==> config.mk <==
export PLATFORM = sky130hd
export DESIGN_NAME = load_store_unit_flat
export DESIGN_NICKNAME = d
export VERILOG_FILES = /design/src/rtl/load_store_unit_if.sv /design/src/rtl/load_store_unit.sv /design/src/flat_wrapper.sv
export SDC_FILE = /design/constraint.sdc
export NUM_CORES = 1
export LEC_CHECK = 0
export ABC_AREA = 1
export CORE_MARGIN = 2
export CORE_UTILIZATION = 41
export CTS_CLUSTER_DIAMETER = 200
export CTS_CLUSTER_SIZE = 25
export DETAILED_ROUTE_END_ITERATION = 6
export GPL_ROUTABILITY_DRIVEN = 0
export PLACE_DENSITY = 0.86
export SLEW_MARGIN = 25
export SYNTH_ARGS = -nofsm -noshare
export SYNTH_HDL_FRONTEND = slang
export SYNTH_SLANG_ARGS = --single-unit
==> constraint.sdc <==
create_clock -name clk -period 1.8 [get_ports clk]
set_clock_uncertainty 0.15 [all_clocks]
set_input_delay 0.18 -clock clk [delete_from_list [all_inputs] [get_ports clk]]
set_output_delay 0.18 -clock clk [all_outputs]
set_load 0.02 [all_outputs]
==> src/rtl/load_store_unit_if.sv <==
// Bus bundle between a CPU-side requester, the load/store unit and a single-port data memory.
// The unit takes the slave modport. The requester and memory side take the master modport.
interface load_store_unit_if;
    // Handshake: a request transfers on a rising edge where req_valid && req_ready.
    // req_ready is high only while the unit is idle, and the unit keeps no queue.
    // Every transfer is answered by exactly one single-cycle resp_valid pulse,
    // unless reset intervenes. resp_err and resp_rdata are meaningful only with resp_valid.
    logic        req_valid;
    logic        req_ready;
    logic        req_we;
    logic [1:0]  req_size;
    logic        req_signed;
    logic [31:0] req_addr;
    logic [31:0] req_wdata;
    logic        resp_valid;
    logic [31:0] resp_rdata;
    logic        resp_err;
    logic [31:0] mem_addr;
    logic [31:0] mem_w_data;
    logic        mem_r_mem;
    logic        mem_w_mem;
    logic [31:0] mem_r_data;
    logic [1:0]  state_dbg;

    modport slave (
        input  req_valid, req_we, req_size, req_signed, req_addr, req_wdata, mem_r_data,
        output req_ready, resp_valid, resp_rdata, resp_err,
        output mem_addr, mem_w_data, mem_r_mem, mem_w_mem, state_dbg
    );

    modport master (
        output req_valid, req_we, req_size, req_signed, req_addr, req_wdata, mem_r_data,
        input  req_ready, resp_valid, resp_rdata, resp_err,
        input  mem_addr, mem_w_data, mem_r_mem, mem_w_mem, state_dbg
    );
endinterface

==> src/rtl/load_store_unit.sv <==
// Load/store unit: one access at a time, with alignment checks and lane extraction or merging.
// Define LSU_SUBWORD_EN to enable byte and half accesses, which use read-modify-write for sub-word stores.
module load_store_unit (
    input  logic               clk,
    input  logic               rst,
    load_store_unit_if.slave   bus
);
    typedef enum logic [1:0] {IDLE = 2'd0, RD = 2'd1, WR = 2'd2, RESP = 2'd3} state_t;

    state_t      state;
    state_t      state_nx;
    logic        req_fire;
    logic        req_err;
    logic        cap_we;
    logic        cap_err;
    logic [31:0] cap_addr;
    logic [31:0] cap_wdata;
    logic [31:0] rd_data;
    logic [31:0] load_data;
    logic [31:0] store_data;

    assign req_fire = bus.req_valid && (state == IDLE);

`ifdef LSU_SUBWORD_EN
    logic [1:0]  cap_size;
    logic        cap_signed;
    logic [4:0]  shamt;
    logic [31:0] lane;
    logic [31:0] mask;

    always_comb begin
        req_err = 1'b1;
        case (bus.req_size)
            2'b00:   req_err = 1'b0;
            2'b01:   req_err = bus.req_addr[0];
            2'b10:   req_err = |bus.req_addr[1:0];
            default: req_err = 1'b1;
        endcase
    end

    always_ff @(posedge clk) begin
        if (rst) begin
            cap_size   <= 2'b00;
            cap_signed <= 1'b0;
        end else if (req_fire) begin
            cap_size   <= bus.req_size;
            cap_signed <= bus.req_signed;
        end
    end

    // Loads shift the addressed lane down. Stores replace only that lane of the word read in RD.
    always_comb begin
        load_data  = rd_data;
        store_data = cap_wdata;
        shamt      = 5'd0;
        lane       = 32'd0;
        mask       = 32'd0;
        case (cap_size)
            2'b00: begin
                shamt      = {cap_addr[1:0], 3'b000};
                lane       = rd_data >> shamt;
                load_data  = cap_signed ? {{24{lane[7]}}, lane[7:0]} : {24'd0, lane[7:0]};
                mask       = 32'h0000_00FF << shamt;
                store_data = (rd_data & ~mask) | ((cap_wdata & 32'h0000_00FF) << shamt);
            end
            2'b01: begin
                shamt      = {cap_addr[1], 4'b0000};
                lane       = rd_data >> shamt;
                load_data  = cap_signed ? {{16{lane[15]}}, lane[15:0]} : {16'd0, lane[15:0]};
                mask       = 32'h0000_FFFF << shamt;
                store_data = (rd_data & ~mask) | ((cap_wdata & 32'h0000_FFFF) << shamt);
            end
            default: begin
                load_data  = rd_data;
                store_data = cap_wdata;
            end
        endcase
    end
`else
    logic unused_lsu_bits;

    assign req_err         = (bus.req_size != 2'b10) || (|bus.req_addr[1:0]);
    assign load_data       = rd_data;
    assign store_data      = cap_wdata;
    assign unused_lsu_bits = ^{bus.req_signed, cap_addr[1:0]};
`endif

    always_ff @(posedge clk) begin
        if (rst) begin
            state <= IDLE;
        end else begin
            state <= state_nx;
        end
    end

    always_ff @(posedge clk) begin
        if (rst) begin
            cap_we    <= 1'b0;
            cap_err   <= 1'b0;
            cap_addr  <= 32'd0;
            cap_wdata <= 32'd0;
            rd_data   <= 32'd0;
        end else begin
            if (req_fire) begin
                cap_we    <= bus.req_we;
                cap_err   <= req_err;
                cap_addr  <= bus.req_addr;
                cap_wdata <= bus.req_wdata;
            end
            if (state == RD) begin
                rd_data <= bus.mem_r_data;
            end
        end
    end

    always_comb begin
        state_nx = state;
        case (state)
            IDLE: begin
                if (bus.req_valid) begin
                    if (req_err) begin
                        state_nx = RESP;
                    end else if (!bus.req_we) begin
                        state_nx = RD;
`ifdef LSU_SUBWORD_EN
                    end else if (bus.req_size != 2'b10) begin
                        state_nx = RD;
`endif
                    end else begin
                        state_nx = WR;
                    end
                end
            end
`ifdef LSU_SUBWORD_EN
            RD:      state_nx = cap_we ? WR : RESP;
`else
            RD:      state_nx = RESP;
`endif
            WR:      state_nx = RESP;
            RESP:    state_nx = IDLE;
            default: state_nx = IDLE;
        endcase
    end

    // The address and write data are driven only during strobe cycles and are zero otherwise.
    always_comb begin
        bus.req_ready  = (state == IDLE);
        bus.resp_valid = 1'b0;
        bus.resp_err   = 1'b0;
        bus.resp_rdata = 32'd0;
        bus.mem_addr   = 32'd0;
        bus.mem_w_data = 32'd0;
        bus.mem_r_mem  = 1'b0;
        bus.mem_w_mem  = 1'b0;
        bus.state_dbg  = state;
        case (state)
            RD: begin
                bus.mem_r_mem = 1'b1;
                bus.mem_addr  = {cap_addr[31:2], 2'b00};
            end
            WR: begin
                bus.mem_w_mem  = 1'b1;
                bus.mem_addr   = {cap_addr[31:2], 2'b00};
                bus.mem_w_data = store_data;
            end
            RESP: begin
                bus.resp_valid = 1'b1;
                bus.resp_err   = cap_err;
                bus.resp_rdata = (cap_err || cap_we) ? 32'd0 : load_data;
            end
            default: begin
                bus.req_ready = 1'b1;
            end
        endcase
    end
endmodule

==> src/flat_wrapper.sv <==
// flat-port wrapper written by rule: the top's interface ports become plain ports
module load_store_unit_flat 
  (clk, rst, bus_req_valid, bus_req_we, bus_req_size, bus_req_signed, bus_req_addr, bus_req_wdata, bus_mem_r_data, bus_req_ready, bus_resp_valid, bus_resp_rdata, bus_resp_err, bus_mem_addr, bus_mem_w_data, bus_mem_r_mem, bus_mem_w_mem, bus_state_dbg);
  load_store_unit_if bus_i ();
  input  logic clk;
  input  logic rst;
  input wire logic [$bits(bus_i.req_valid)-1:0] bus_req_valid;
  input wire logic [$bits(bus_i.req_we)-1:0] bus_req_we;
  input wire logic [$bits(bus_i.req_size)-1:0] bus_req_size;
  input wire logic [$bits(bus_i.req_signed)-1:0] bus_req_signed;
  input wire logic [$bits(bus_i.req_addr)-1:0] bus_req_addr;
  input wire logic [$bits(bus_i.req_wdata)-1:0] bus_req_wdata;
  input wire logic [$bits(bus_i.mem_r_data)-1:0] bus_mem_r_data;
  output wire logic [$bits(bus_i.req_ready)-1:0] bus_req_ready;
  output wire logic [$bits(bus_i.resp_valid)-1:0] bus_resp_valid;
  output wire logic [$bits(bus_i.resp_rdata)-1:0] bus_resp_rdata;
  output wire logic [$bits(bus_i.resp_err)-1:0] bus_resp_err;
  output wire logic [$bits(bus_i.mem_addr)-1:0] bus_mem_addr;
  output wire logic [$bits(bus_i.mem_w_data)-1:0] bus_mem_w_data;
  output wire logic [$bits(bus_i.mem_r_mem)-1:0] bus_mem_r_mem;
  output wire logic [$bits(bus_i.mem_w_mem)-1:0] bus_mem_w_mem;
  output wire logic [$bits(bus_i.state_dbg)-1:0] bus_state_dbg;
  assign bus_i.req_valid = bus_req_valid;
  assign bus_i.req_we = bus_req_we;
  assign bus_i.req_size = bus_req_size;
  assign bus_i.req_signed = bus_req_signed;
  assign bus_i.req_addr = bus_req_addr;
  assign bus_i.req_wdata = bus_req_wdata;
  assign bus_i.mem_r_data = bus_mem_r_data;
  assign bus_req_ready = bus_i.req_ready;
  assign bus_resp_valid = bus_i.resp_valid;
  assign bus_resp_rdata = bus_i.resp_rdata;
  assign bus_resp_err = bus_i.resp_err;
  assign bus_mem_addr = bus_i.mem_addr;
  assign bus_mem_w_data = bus_i.mem_w_data;
  assign bus_mem_r_mem = bus_i.mem_r_mem;
  assign bus_mem_w_mem = bus_i.mem_w_mem;
  assign bus_state_dbg = bus_i.state_dbg;
  load_store_unit u_core (.clk(clk), .rst(rst), .bus(bus_i));
endmodule
Yosys cells after proc, flatten, opt, wreduce, memory -nomap -nowiden
Cells that the tools add are included.

Equality and inequality tests: 5. Muxes and demuxes: 13. Reductions and logical operators: 7.

Operators with widths (number): 32-bit 2-to-1 mux (4); 2-bit 2-to-1 mux (3); 2-bit one-hot mux with 3 select lines (1); 1-bit 2-to-1 mux (5); 2-bit equality test, second input constant (2); 2-bit != test, second input constant (2); 2-bit OR reduction (2); 3-bit OR reduction (1); 2-bit by 1-bit equality test with 1-bit output, second input constant (1); 2-bit zero test (1); 1-bit logical OR (2); 1-bit logical AND (1).

Flip-flop bits (word level): 100. Input port bits: 103. Output and inout bits: 103. Word-level logic and storage cells: 31.

Depth between registers and ports, before layout
Depth after elaboration: 5. Mapped depth: 7. Depth with buffers taken out: 7.

Worst setup path after synthesis
No wires, ideal clock.

Path type: register to output. Start: register u_core.state[1], in the netlist u_core.bus.state_dbg[1]. End: output bus_resp_rdata[10]. Data arrival time: 1.648 ns. Required time: 1.470 ns. Setup slack: -0.178 ns. Stages on the path, launching flop included: 6. Path buffers: 2. Cells stage by stage: dfxtp_1 -> ha_1 -> buf_2 -> clkbuf_1 -> nand2_1 -> nor2_1.

Word-level cells in the longest chain between the ends: 2.

Ends and longest elaborated chain: from (decl) (RTL line load_store_unit.sv:10) `state_t state;`; from (signal assigned) (RTL line load_store_unit.sv:92) `state <= state_nx;`; 2-bit equality test (RTL line load_store_unit.sv:156) `case (state)`; 32-bit 2-to-1 mux (RTL line load_store_unit.sv:156); to (decl) (RTL line flat_wrapper.sv:16) `output wire logic [$bits(bus_i.resp_rdata)-1:0] bus_resp_rdata;`.

Every way passes these cells.

Final worst setup path
Start: register u_core.state[1], in the netlist u_core.bus.state_dbg[1]. End: output bus_mem_addr[8].

Word-level cells in the longest chain between the ends: 3. Elaborated cells between the ends (all ways): 4.

Ends and longest elaborated chain: 2-bit equality test or 2-bit by 1-bit equality test with 1-bit output (tied branches) (RTL line load_store_unit.sv:156); 2-bit OR reduction (no line) (*); 32-bit 2-to-1 mux (*) (RTL line load_store_unit.sv:156); to (decl) (RTL line flat_wrapper.sv:18) `output wire logic [$bits(bus_i.mem_addr)-1:0] bus_mem_addr;`.

Mark *: on every way between the ends. The rest lies on a longest branch, timed or not.

==> impl_metrics.ini <==
[status]
run_status = finished with violations
failed_checks = setup timing

[pwr]
ir_worst_vdd_v = 0.000706
leakagePower_nw = 3.70
power_density_mw_per_mm2 = 1180

[yosys]
synth_cell_type_count = 15
yosys-mux-area-fraction_pct = 0
post-synth-top-area-fraction_pct = 45.3
netlist_instances = 655
synth.largest_area_cell = dfxtp_1
synth_top_cells_by_area = dfxtp_1 45%, nand2_1 25%, a21oi_1 11%
post_synth_fa_ha_maj_area_fraction_pct = 1.73
post_synth_instance_area_mm2 = 0.00433
synth.yosys.seq_area_share_pct = 45.3
synth_compound_gate_area_share_pct = 11.3
synth_top_family_by_area = simple AND/OR/NAND/NOR gates
postSynthRegisterBits = 98
yosysWarningCount = 0
syn_avg_cell_area_um2 = 6.61
synth-simple-area-share_pct = 29.2
synth_xor_xnor_area_share_pct = 0

[clock_tree]
cts-buffers-inserted = 9
root_buffer = clkbuf_8
cts_hold_buf = 0
cts-root-to-sink-buffers = 2
tritoncts = done
cts_max_level = 3
cts_sinks = 98
clock_insertion_delay_worst_skew_ps = 350
clock_transition_at_the_registers_of_the_reported_paths_ps = 90

[drt]
wire_per_inst_um = 13.4
detailroute.via_count = 4690
drtPass1Iterations = 4
detail-route-antenna-nets = 0
route.detailed.vias_per_inst = 4.72
finalWirelength_mm = 13.3
first_drt_iteration_drcs = 293
drc_errors = 0

[timing]
final.setup.worst_slack_ps = -42.1
finalCriticalPeriod_ps = 1840
hold_viol = 0
setup_viol = 56
timing_max_transition_violations_final = 0
timing.hold.ws_ps = 49.4
grt_setup_unrepaired = true
clock.fmax_ghz = 0.543
finalCritPeriodShare_pct = 102

[setup_path]
slowest_delay_ps = 380
critical_path_peak_fanout = 6
cp-end-kind = output pin
worst_setup_path_start_kind = register
timing.critical_path.slowest_stage_cell = dfxtp_4
timing.critical_path.cells = inv_4 > ha_4 > clkbuf_16 > nand2_1 > inv_1 > buf_6
r2r_cells = 8
classification_of_the_worst_setup_path = register to output pin
critical_path_required_ps = 1470
worst-path-buf-inv = 4
worst-path-stages = 6
cp_data_arrival_time_ps = 1510
critical_path.top_delay_family = buffers and inverters

[floorplanning]
start_util_pct = 42.1
die_width_um = 107
floorplan.core_area_mm2 = 0.0103
die_height_um = 107
design.portCount = 206
die_area_mm2 = 0.0114
num_rows = 37

[grt]
via_count_of_the_first_global_routing_pass = 4117
grt_start_max_net_pins = 54
antenna_found_initial = 0
gr-usage-all-layers_pct = 21.1
globalRouteOverflowTotal = 0
grt_first_pass_wirelength_mm = 19.5

[finish]
mostFrequentLayoutCell = nand2_1
syn2layout_area_growth_pct = 71.7
layout.nets = 963
num-fill-cells = 819
diodes = 0
multi_input_area_mm2 = 0.00228
register_area_mm2 = 0.00197
most_frequent_cells_in_the_layout = 242 x nand2_1, 100 x clkdlybuf4s50_1, 98 x a21oi_1
final_core_util_pct = 72.3
drive_above_1_share_pct = 32.6

[placement]
place_ws_ps = -260
io_buffer_count = 202
place_hpwl_mm = 8.45

[run]
max-cap-violations = 0

[worst_hold_path]
hold_path.class = input pin to register
hold_path_depth = 2
cells by family after synthesis:
kind of cell | Yosys count
simple gates | 334
buf+inv | 118
compound gates | 98
flops | 98
fa+ha+maj | 6
other cells | 1
cell usage after synthesis (all sizes together):
| library cell | n |
|---|---|
| inv | 70 |
| nand3 | 4 |
| dfxtp | 98 |
| nor2 | 38 |
| ha | 6 |
| or2 | 1 |
| clkbuf | 23 |
| a21oi | 98 |
| nand2 | 291 |
| conb | 1 |
| buf | 24 |
| clkinv | 1 |
final cells by class:
| type | instances | area share [%] |
|---|---|---|
| clock buffers | 11 | 1.90 |
| clock inverters | 3 | 0.875 |
| repair buffers | 234 | 34.1 |
| well taps | 136 | 2.29 |
| multi-input cells | 440 | 30.6 |
| inverters | 71 | 3.67 |
| flip-flops and latches | 98 | 26.5 |
registers in the layout (all words and copies together) (netlist names):
register / count
u_core.cap_we: 1
u_core.bus.state_dbg: 2
u_core.cap_addr: 30
u_core.cap_err: 1
u_core.load_data: 32
u_core.cap_wdata: 32
metrics by stage:
stage	TNS (ps)	cell area, um2	cells	total power [W]
3_3_place_gp	-12100	6640	970	0.00609
3_5_place_dp	-14780	6640	970	0.00614
6_report	-579	7430	993	0.00875
4_1_cts	-2480	6690	988	0.00801
5_1_grt	-7220	7430	993	0.00928
2_1_floorplan	-2050	4410	656	0.00473
power breakdown:
group,switching [W],internal [W],total [W]
Combinational,0.00238,0.00198,0.00436
Sequential,0.000303,0.00258,0.00288
Clock,0.000705,0.000805,0.00151
metal layers:
metal,up-vias,routed length (um),track usage (%)
met5,-,0,0
met4,0,257,5.75
met3,22,1060,5.90
met2,181,6550,34.3
met1,2126,5420,27.4
li1,2361,-,-
path summary, 6_finish.rpt:
check	startpoint	endpoint	slack, ps
max	u_core.bus.state_dbg[1]	bus_mem_addr[8]	-40
min	rst	u_core.cap_addr[14]	50
max reg2reg	u_core.bus.state_dbg[0]	u_core.load_data[20]	110
min reg2reg	u_core.load_data[13]	u_core.load_data[13]	310
repair_timing:
| item | in CTS | in global routing |
|---|---|---|
| resized for setup | 467 | 256 |
| pin swaps | 2 | 43 |
| setup buffers | 2 | 3 |
| cloned | 2 | 3 |
| endpoints found under the setup margin | 101 | 97 |
| hold endpoints to repair | 0 | 0 |
worst reg2reg max path, stage by stage (launching register included):
cell     delay [ps]
dfxtp_4         360
buf_4           140
buf_4           130
ha_1            200
buf_4           150
inv_1            90
buf_12          190
nand2_1          80
a21oi_1         130
Power figures use the tool's default switching activity.
